==> config.mk <==
export PLATFORM = sky130hd
export DESIGN_NAME = quadrature_step_decoder
export DESIGN_NICKNAME = d
export VERILOG_FILES = /design/src/rtl/quad_pkg.sv /design/src/rtl/quad_glitch_filter.sv /design/src/rtl/quadrature_step_decoder.sv
export SDC_FILE = /design/constraint.sdc
export NUM_CORES = 1
export LEC_CHECK = 0
export CORE_MARGIN = 1
export CORE_UTILIZATION = 45
export CTS_CLUSTER_SIZE = 20
export DETAILED_ROUTE_END_ITERATION = 7
export DONT_BUFFER_PORTS = 1
export GPL_ROUTABILITY_DRIVEN = 0
export PLACE_DENSITY_LB_ADDON = 0.05
export SLEW_MARGIN = 20
export SYNTH_ARGS = -nofsm -noshare
export SYNTH_HDL_FRONTEND = slang
export SYNTH_HIERARCHICAL = 1
export SYNTH_SLANG_ARGS = --single-unit
export TNS_END_PERCENT = 10
==> constraint.sdc <==
create_clock -name Clk -period 4.4 [get_ports Clk]
set_input_delay 0.88 -clock Clk [delete_from_list [all_inputs] [get_ports Clk]]
set_output_delay 0.88 -clock Clk [all_outputs]
set_load 0.01 [all_outputs]
==> src/rtl/quad_pkg.sv <==
// Shared encodings for the quadrature step decoder.
// Holds direction levels, Gray codes, FSM states and the transition classifier.
package quad_pkg;

    localparam logic DIR_UP   = 1'b1;
    localparam logic DIR_DOWN = 1'b0;

    localparam logic [1:0] Q00 = 2'b00;
    localparam logic [1:0] Q01 = 2'b01;
    localparam logic [1:0] Q11 = 2'b11;
    localparam logic [1:0] Q10 = 2'b10;

    typedef enum logic {
        ST_INIT = 1'b0,
        ST_RUN  = 1'b1
    } state_e;

    typedef enum logic [1:0] {
        TR_NONE,
        TR_FWD,
        TR_REV,
        TR_ERR
    } trans_e;

    function automatic trans_e quad_decode(
        input logic [1:0] prev,
        input logic [1:0] cur
    );
        logic [1:0] fwd;
        trans_e     tr;
        unique case (prev)
            Q00:     fwd = Q01;
            Q01:     fwd = Q11;
            Q11:     fwd = Q10;
            default: fwd = Q00;
        endcase
        if (cur == prev)
            tr = TR_NONE;
        else if (cur == fwd)
            tr = TR_FWD;
        else if ((cur ^ prev) == 2'b11)
            tr = TR_ERR;
        else
            tr = TR_REV;
        return tr;
    endfunction

endpackage

==> src/rtl/quad_glitch_filter.sv <==
// Per-channel synchroniser plus stability filter.
// The filtered level follows only after FILTER_LEN cycles of disagreement.
module quad_glitch_filter
    import quad_pkg::*;
#(
    parameter int SYNC_STAGES = 2,
    parameter int FILTER_LEN  = 4
) (
    input  logic clk,
    input  logic rst_n,
    input  logic raw,
    input  logic load,
    output logic filt
);

    localparam int CW = $clog2(FILTER_LEN + 1);

    logic [SYNC_STAGES-1:0] sync_q, sync_d;
    logic [CW-1:0]          cnt_q, cnt_d;
    logic                   filt_q, filt_d;
    logic                   synced;

    assign synced = sync_q[SYNC_STAGES-1];
    assign filt   = filt_q;

    always_comb begin
        sync_d = {sync_q[SYNC_STAGES-2:0], raw};
        cnt_d  = '0;
        filt_d = filt_q;
        // load bypasses the stability count while the decoder settles
        if (load) begin
            filt_d = synced;
        end else if (synced != filt_q) begin
            if (cnt_q == CW'(FILTER_LEN - 1))
                filt_d = synced;
            else
                cnt_d = cnt_q + 1'b1;
        end
    end

    always_ff @(posedge clk or negedge rst_n) begin
        if (!rst_n) begin
            sync_q <= '0;
            cnt_q  <= '0;
            filt_q <= 1'b0;
        end else begin
            sync_q <= sync_d;
            cnt_q  <= cnt_d;
            filt_q <= filt_d;
        end
    end

endmodule

==> src/rtl/quadrature_step_decoder.sv <==
// Quadrature A/B front end producing Step pulses and an UpDown level.
// Illegal double-channel jumps raise Error and bump a saturating count.
module quadrature_step_decoder
    import quad_pkg::*;
#(
    parameter int SYNC_STAGES = 2,
    parameter int FILTER_LEN  = 4,
    parameter int ERR_W       = 8
) (
    input  logic             Clk,
    input  logic             reset_n,
    input  logic             EncA,
    input  logic             EncB,
    input  logic             Enable,
    input  logic             ErrClear,
    output logic             Step,
    output logic             UpDown,
    output logic             Error,
    output logic [ERR_W-1:0] ErrCount
);

    localparam int INIT_CYC = SYNC_STAGES + FILTER_LEN;
    localparam int IW       = $clog2(INIT_CYC + 1);

    state_e           state_q, state_d;
    logic [IW-1:0]    init_q, init_d;
    logic [1:0]       prev_q, prev_d;
    logic             step_q, step_d;
    logic             error_q, error_d;
    logic             updown_q, updown_d;
    logic [ERR_W-1:0] errcnt_q, errcnt_d;
    logic             a_f, b_f, load;
    logic [1:0]       cur;
    trans_e           tr;

    assign load = (state_q == ST_INIT);
    assign cur  = {a_f, b_f};

    quad_glitch_filter #(
        .SYNC_STAGES (SYNC_STAGES),
        .FILTER_LEN  (FILTER_LEN)
    ) u_filt_a (
        .clk   (Clk),
        .rst_n (reset_n),
        .raw   (EncA),
        .load  (load),
        .filt  (a_f)
    );

    quad_glitch_filter #(
        .SYNC_STAGES (SYNC_STAGES),
        .FILTER_LEN  (FILTER_LEN)
    ) u_filt_b (
        .clk   (Clk),
        .rst_n (reset_n),
        .raw   (EncB),
        .load  (load),
        .filt  (b_f)
    );

    always_comb begin
        state_d  = state_q;
        init_d   = init_q;
        prev_d   = cur;
        step_d   = 1'b0;
        error_d  = 1'b0;
        updown_d = updown_q;
        errcnt_d = errcnt_q;
        tr       = quad_decode(prev_q, cur);
        unique case (state_q)
            ST_INIT: begin
                if (init_q == IW'(INIT_CYC - 1)) begin
                    state_d = ST_RUN;
                    init_d  = '0;
                end else begin
                    init_d = init_q + 1'b1;
                end
            end
            ST_RUN: begin
                // disabled: prev keeps tracking so re-enable is clean
                if (Enable) begin
                    unique case (tr)
                        TR_FWD: begin
                            step_d   = 1'b1;
                            updown_d = DIR_UP;
                        end
                        TR_REV: begin
                            step_d   = 1'b1;
                            updown_d = DIR_DOWN;
                        end
                        TR_ERR: begin
                            error_d = 1'b1;
                            if (errcnt_q != '1)
                                errcnt_d = errcnt_q + 1'b1;
                        end
                        default: ;
                    endcase
                end
            end
        endcase
        if (ErrClear)
            errcnt_d = '0;
    end

    always_ff @(posedge Clk or negedge reset_n) begin
        if (!reset_n) begin
            state_q  <= ST_INIT;
            init_q   <= '0;
            prev_q   <= '0;
            step_q   <= 1'b0;
            error_q  <= 1'b0;
            updown_q <= DIR_UP;
            errcnt_q <= '0;
        end else begin
            state_q  <= state_d;
            init_q   <= init_d;
            prev_q   <= prev_d;
            step_q   <= step_d;
            error_q  <= error_d;
            updown_q <= updown_d;
            errcnt_q <= errcnt_d;
        end
    end

    assign Step     = step_q;
    assign Error    = error_q;
    assign UpDown   = updown_q;
    assign ErrCount = errcnt_q;

endmodule

# Word level (Yosys, flattened, before mapping)
# Cells that the tools add are included.
classes:
  n_addsub: 4
  multipliers: 0
  div_mod_pow: 0
  n_lt_le_gt_ge: 0
  n_eq_ne: 18
  shift: 0
  n_mux: 31
  bitwise: 1
  reduce_logical: 11
ops:
  columns: ["op", "n"]
  rows:
  - ["two-way mux 8 bit", 5]
  - ["two-way mux 3 bit", 7]
  - ["two-way mux 1 bit", 15]
  - ["nonzero test 2 bit", 5]
  - ["adder 3 x 1 -> 3 bit (second input constant)", 3]
  - ["adder 8 x 1 -> 8 bit (second input constant)", 1]
  - ["equality test 2 bit (second input constant)", 4]
  - ["!= test 2 x 1 -> 1 bit (second input constant)", 4]
  - ["!= test 8 bit (second input constant)", 1]
  - ["equality test 3 x 2 -> 1 bit (second input constant)", 2]
  - ["one-hot mux 2 bit (3 select lines)", 1]
  - ["equality test 2 x 1 -> 1 bit (second input constant)", 2]
  - ["equality test 2 bit", 2]
  - ["two-way mux 2 bit", 2]
  - ["AND reduction 2 bit", 2]
  - ["AND reduction 4 bit", 1]
  - ["equality test 3 bit (second input constant)", 1]
  - ["AND reduction 3 bit", 1]
  - ["logical NOT 2 bit", 1]
  - ["!= test 1 bit", 2]
  - ["one-hot mux 1 bit (2 select lines)", 1]
  - ["OR reduction 2 bit", 1]
  - ["XOR 2 bit", 1]
word_totals:
  ff_bits: 29
  latchBits: 0
  mem_bits_rw: 0
  romBits: 0
  in_bits: 6
  output_inout_bits: 11
  elab_cells: 78
  memories: 0

# Longest topological paths before layout
logic_depth:
  ltp_word: 10
  ltp_mapped: 10
  mapped_depth_nobuf: 9

# By module
# The synthesis kept the hierarchy.
modules_own_cells:
  columns: ["mod", "n_inst", "cells_each", "area_each_um2", "seq_area_each_um2"]
  rows:
  - ["quadrature_step_decoder", 1, 77, 842.1, 426.7]
  - ["quad_glitch_filter", 2, 15, 226.5, 150.1]

# Worst setup path after synthesis
# Ideal clock, no wire load.
synth_timing:
  path_type: "flip-flop to flip-flop"
  startpoint: "register prev_q[1]"
  endpoint: "register errcnt_q[7] (netlist: ErrCount[7])"
  setup_time_ps: 125
  arrival_time_ps: 1743
  required_time_ps: 4275
  slack_ps: 2532
  stages_incl_launch_ff: 9
  path_buffers: 1
  period_less_slack_ps: 1868
  path_cell_list: "dfrtp_1 nor2b_1 o31ai_1 ha_1 and3_1 buf_4 o211ai_2 nor2_2 mux2_4"
synth_via:
  elab_chain_len: 8
  word_cells_on_any_way: 14
  classes_between: "eq/ne (6); mux (4); bitwise (1); reduce/logical (3)"
synth_rtl:
  columns: ["element", "line", "rtl"]
  rows:
  - ["start, declared", "quadrature_step_decoder.sv:27", "logic [1:0] prev_q, prev_d;"]
  - ["start signal, assigned", "quadrature_step_decoder.sv:117", "prev_q <= prev_d;"]
  - ["equality test 2 bit, or another cell as far along", "quad_pkg.sv:31", "unique case (prev)"]
  - ["one-hot mux 2 bit (3 select lines) or equality test 2 bit (tied branches)", "quad_pkg.sv:31, quad_pkg.sv:41", null]
  - ["equality test 2 bit or two-way mux 1 bit (tied branches)", "quad_pkg.sv:39, quad_pkg.sv:41", null]
  - ["two-way mux 2 bit", "quad_pkg.sv:39", "else if (cur == fwd)"]
  - ["two-way mux 2 bit (*)", "quad_pkg.sv:37", "if (cur == prev)"]
  - ["equality test 2 bit (*)", "quadrature_step_decoder.sv:82", "unique case (tr)"]
  - ["nonzero test 2 bit (no line) (*)", null, null]
  - ["AND reduction 4 bit (no line) (*)", null, null]
  - ["end signal, assigned", "quadrature_step_decoder.sv:121", "errcnt_q <= errcnt_d;"]
  - ["end, declared", "quadrature_step_decoder.sv:31", "logic [ERR_W-1:0] errcnt_q, errcnt_d;"]
# Every way passes the cells marked *; elsewhere a longest branch is shown, timed or not.
# A chain may end at the register's enable or synchronous reset.

# Worst setup path after layout
# Same ends and word-level chain as after synthesis.

==> results by group <==
Floorplan
  – Die width: 55.6 microns
  – Die area: 0.00310 sq mm
  – FP Rows: 19
  – Height of the die: 55.6 microns
  – Core Area: 0.00273 sq mm
  – Ports: 17
  – Starting Density: 47.4%

Synthesis
  – Post-synthesis mux area share: 5.31%
  – Synth async-reset ratio: 100%
  – Compound-Gate Fraction of Synth Area: 8.02%
  – Synth Area in Adders: 4.83%
  – Distinct cells, synth: 37
  – Post-Synth XOR/XNOR Area: 5.41%
  – Synth Instances: 107
  – Post-synth top flop: dfrtp_1
  – Synth cell count leaders: dfrtp_1, nor2_1, xor2_1
  – Most common cell in the netlist: dfrtp_1
  – Largest cells by area after synthesis: dfrtp_1, ha_1, xor2_1
  – Synth Net Count: 118
  – Sequential area share after synthesis: 56.1%
  – Syn Area/Cell: 12.1 sq um
  – Synth area leader: dfrtp_1
  – Synth warnings: 6
  – Post-synthesis cell area: 0.00129 sq mm
  – Post-synth EDFFs: 0
  – Synth Register Bits: 29
  – Yosys top cell area share: 54.1%
  – Simple-gate share of the synthesized area: 19.1%
  – Combinational family with the most area after synthesis: simple AND/OR/NAND/NOR gates

Global route
  – First-pass GRT wire length: 3660 microns
  – GRT Util Overall: 16.0%
  – Largest net degree at the start of global routing: 30
  – Initial antenna violation count: 0
  – Vias in the first global route: 810
  – Global route overflow: 0

Timing
  – Hold WS: 0.232 ns
  – Final setup viols: 0
  – Max transition margin: 80.2%
  – Clock Skew: 0.0130 ns
  – Worst-Margin Slew: 0.295 ns
  – Fin. Hold Viols: 0
  – Min Clock Period, post-route: 2.08 ns
  – Setup_tns: 0 ns
  – Fin crit share: 47.4%
  – Max Slew Vio Count: 0
  – Setup ws final: 2.32 ns
  – RSZ-0062 raised after global routing: false
  – Fmax: 480 MHz

Place
  – Place WS: 2.30 ns
  – Input/output buffers: 0
  – DP HPWL: 1370 microns

Clock tree
  – Clk pin slew, worst setup/hold paths: 0.10 ns
  – Post-CTS Setup Repair Bufs: 0
  – Clock buffer depth: 2
  – Hold buffer count at cts: 0
  – Root buffer cell: clkbuf_4
  – Clk sinks: 29
  – Post-cts resize count: 0
  – CTS buffer count: 5
  – Worst skew pair latency: 0.33 ns
  – # H-tree levels: 2
  – CTS tree: built

Finish
  – Layout net count: 123
  – Share of layout cells above drive strength 1: 16.8%
  – Area Overhead vs Synth: 8.70%
  – Antenna diode instance count: 0

Power and ir drop
  – Power Total: 0.801 mW
  – Leak Pwr: 0.654 nW
  – Worst IR drop on VDD: 0.000339 V
  – Pwr Density: 569 mW/mm^2

Route
  – DRT Pass-1 Iters: 4
  – Number of remaining DRC errors: 0
  – Final wirelength: 1950 microns
  – Vias: 778
  – Vias per cell: 5.40
  – Starting DRC count in detailed routing: 17
  – Final ANT Viol Nets: 0
  – Routed WL per cell: 13.6 microns

Worst setup path
  – Worst Path Required: 4.61 ns
  – Crit Path Max Fanout: 7
  – CP endpoint kind: flip-flop
  – WS Path Type: flip-flop to flip-flop
  – CP Launch Type: flip-flop
  – CP arrival: 2.29 ns

Job
  – Max-cap check violation count: 0

Run status
  – Status: completed

Worst hold path
  – Hold crit path type: input pin to asynchronous set/reset pin
[flip-flops by register name, summed over array words and instances, names as in the netlist]
signal	cells
u_filt_a/cnt_q	3
u_filt_b/filt	1
u_filt_b/sync_q	2
prev_q	2
Error	1
state_q	1
u_filt_a/sync_q	2
ErrCount	8
init_q	3
UpDown	1
Step	1
u_filt_b/cnt_q	3
u_filt_a/filt	1
[critical path, stage by stage (launching register included)]
cell and delay [ns]:
dfrtp_1 0.43, nor2b_1 0.15, o31ai_1 0.28, ha_1 0.19, and3_1 0.31, o211ai_2 0.16
nor2_2 0.14, mux2_4 0.30
[cells in the final DEF, fill, tap and decap left out, types with 2 or more instances in the layout]
cell type	count
nor2b_4	2
mux2i_1	2
ha_1	5
xor2_1	7
nor3_1	2
nor3b_1	4
dfrtp_1	28
nor2_1	14
nand2b_1	2
clkbuf_4	5
o31ai_1	2
o21ai_0	3
and2_1	2
nand2_1	4
and3_1	2
mux2_2	3
nor2b_1	4
[worst paths after layout]
kind,from,to,slack (ns),cells past startpoint
min in group Clk,u_filt_a/sync_q[0],u_filt_a/sync_q[1],0.35,0
hold / removal,reset_n,Step,0.23,0
setup / recovery,prev_q[1],ErrCount[7],2.32,7
setup reg to reg,prev_q[1],ErrCount[7],2.32,7
hold reg to reg,u_filt_a/sync_q[0],u_filt_a/sync_q[1],0.35,0
max in group asynchronous,reset_n,UpDown,3.99,0
[area by class of cell]
cell class	count	area, sq um
clock buffers	7	55.1
well taps	31	38.8
multi-input cells	75	553
inverters	1	3.75
clock inverters	1	30.0
fillers	240	1330
flip-flops and latches	29	727
[metrics by stage]
step	std cells	utilization, %	instance area, sq um
6_report	144	51.5	1410
5_1_grt	144	51.5	1410
4_1_cts	144	51.5	1410
3_5_place_dp	136	48.4	1320
3_3_place_gp	136	48.4	1320
2_1_floorplan	107	-	1290
[logic make-up after synthesis]
family / count (synthesis)
AND/OR/NAND/NOR: 42
flip-flops: 29
AO/OA/AOI/OAI: 14
XOR/XNOR: 8
multiplexers: 6
adder cells (fa/ha/maj): 5
buffers and inverters: 3
[where the power goes]
group          internal (mW)  switching [mW]  leakage, nW  total [mW]
registers              0.325          0.0540        0.372       0.379
logic                 0.0968           0.100        0.237       0.197
clock network          0.136          0.0896       0.0455       0.225
total                  0.557           0.244        0.654       0.801
[per-layer routing]
metal	share of wire (%)	wire length [microns]	GRT usage [%]	up-vias
met3	6.0	118	5.81	7
met2	45	883	22.4	19
met1	45	887	20.4	371
met5	0	0	0	-
li1	-	-	-	381
met4	3.3	64	11.8	0
Power figures use the tool's default switching activity.
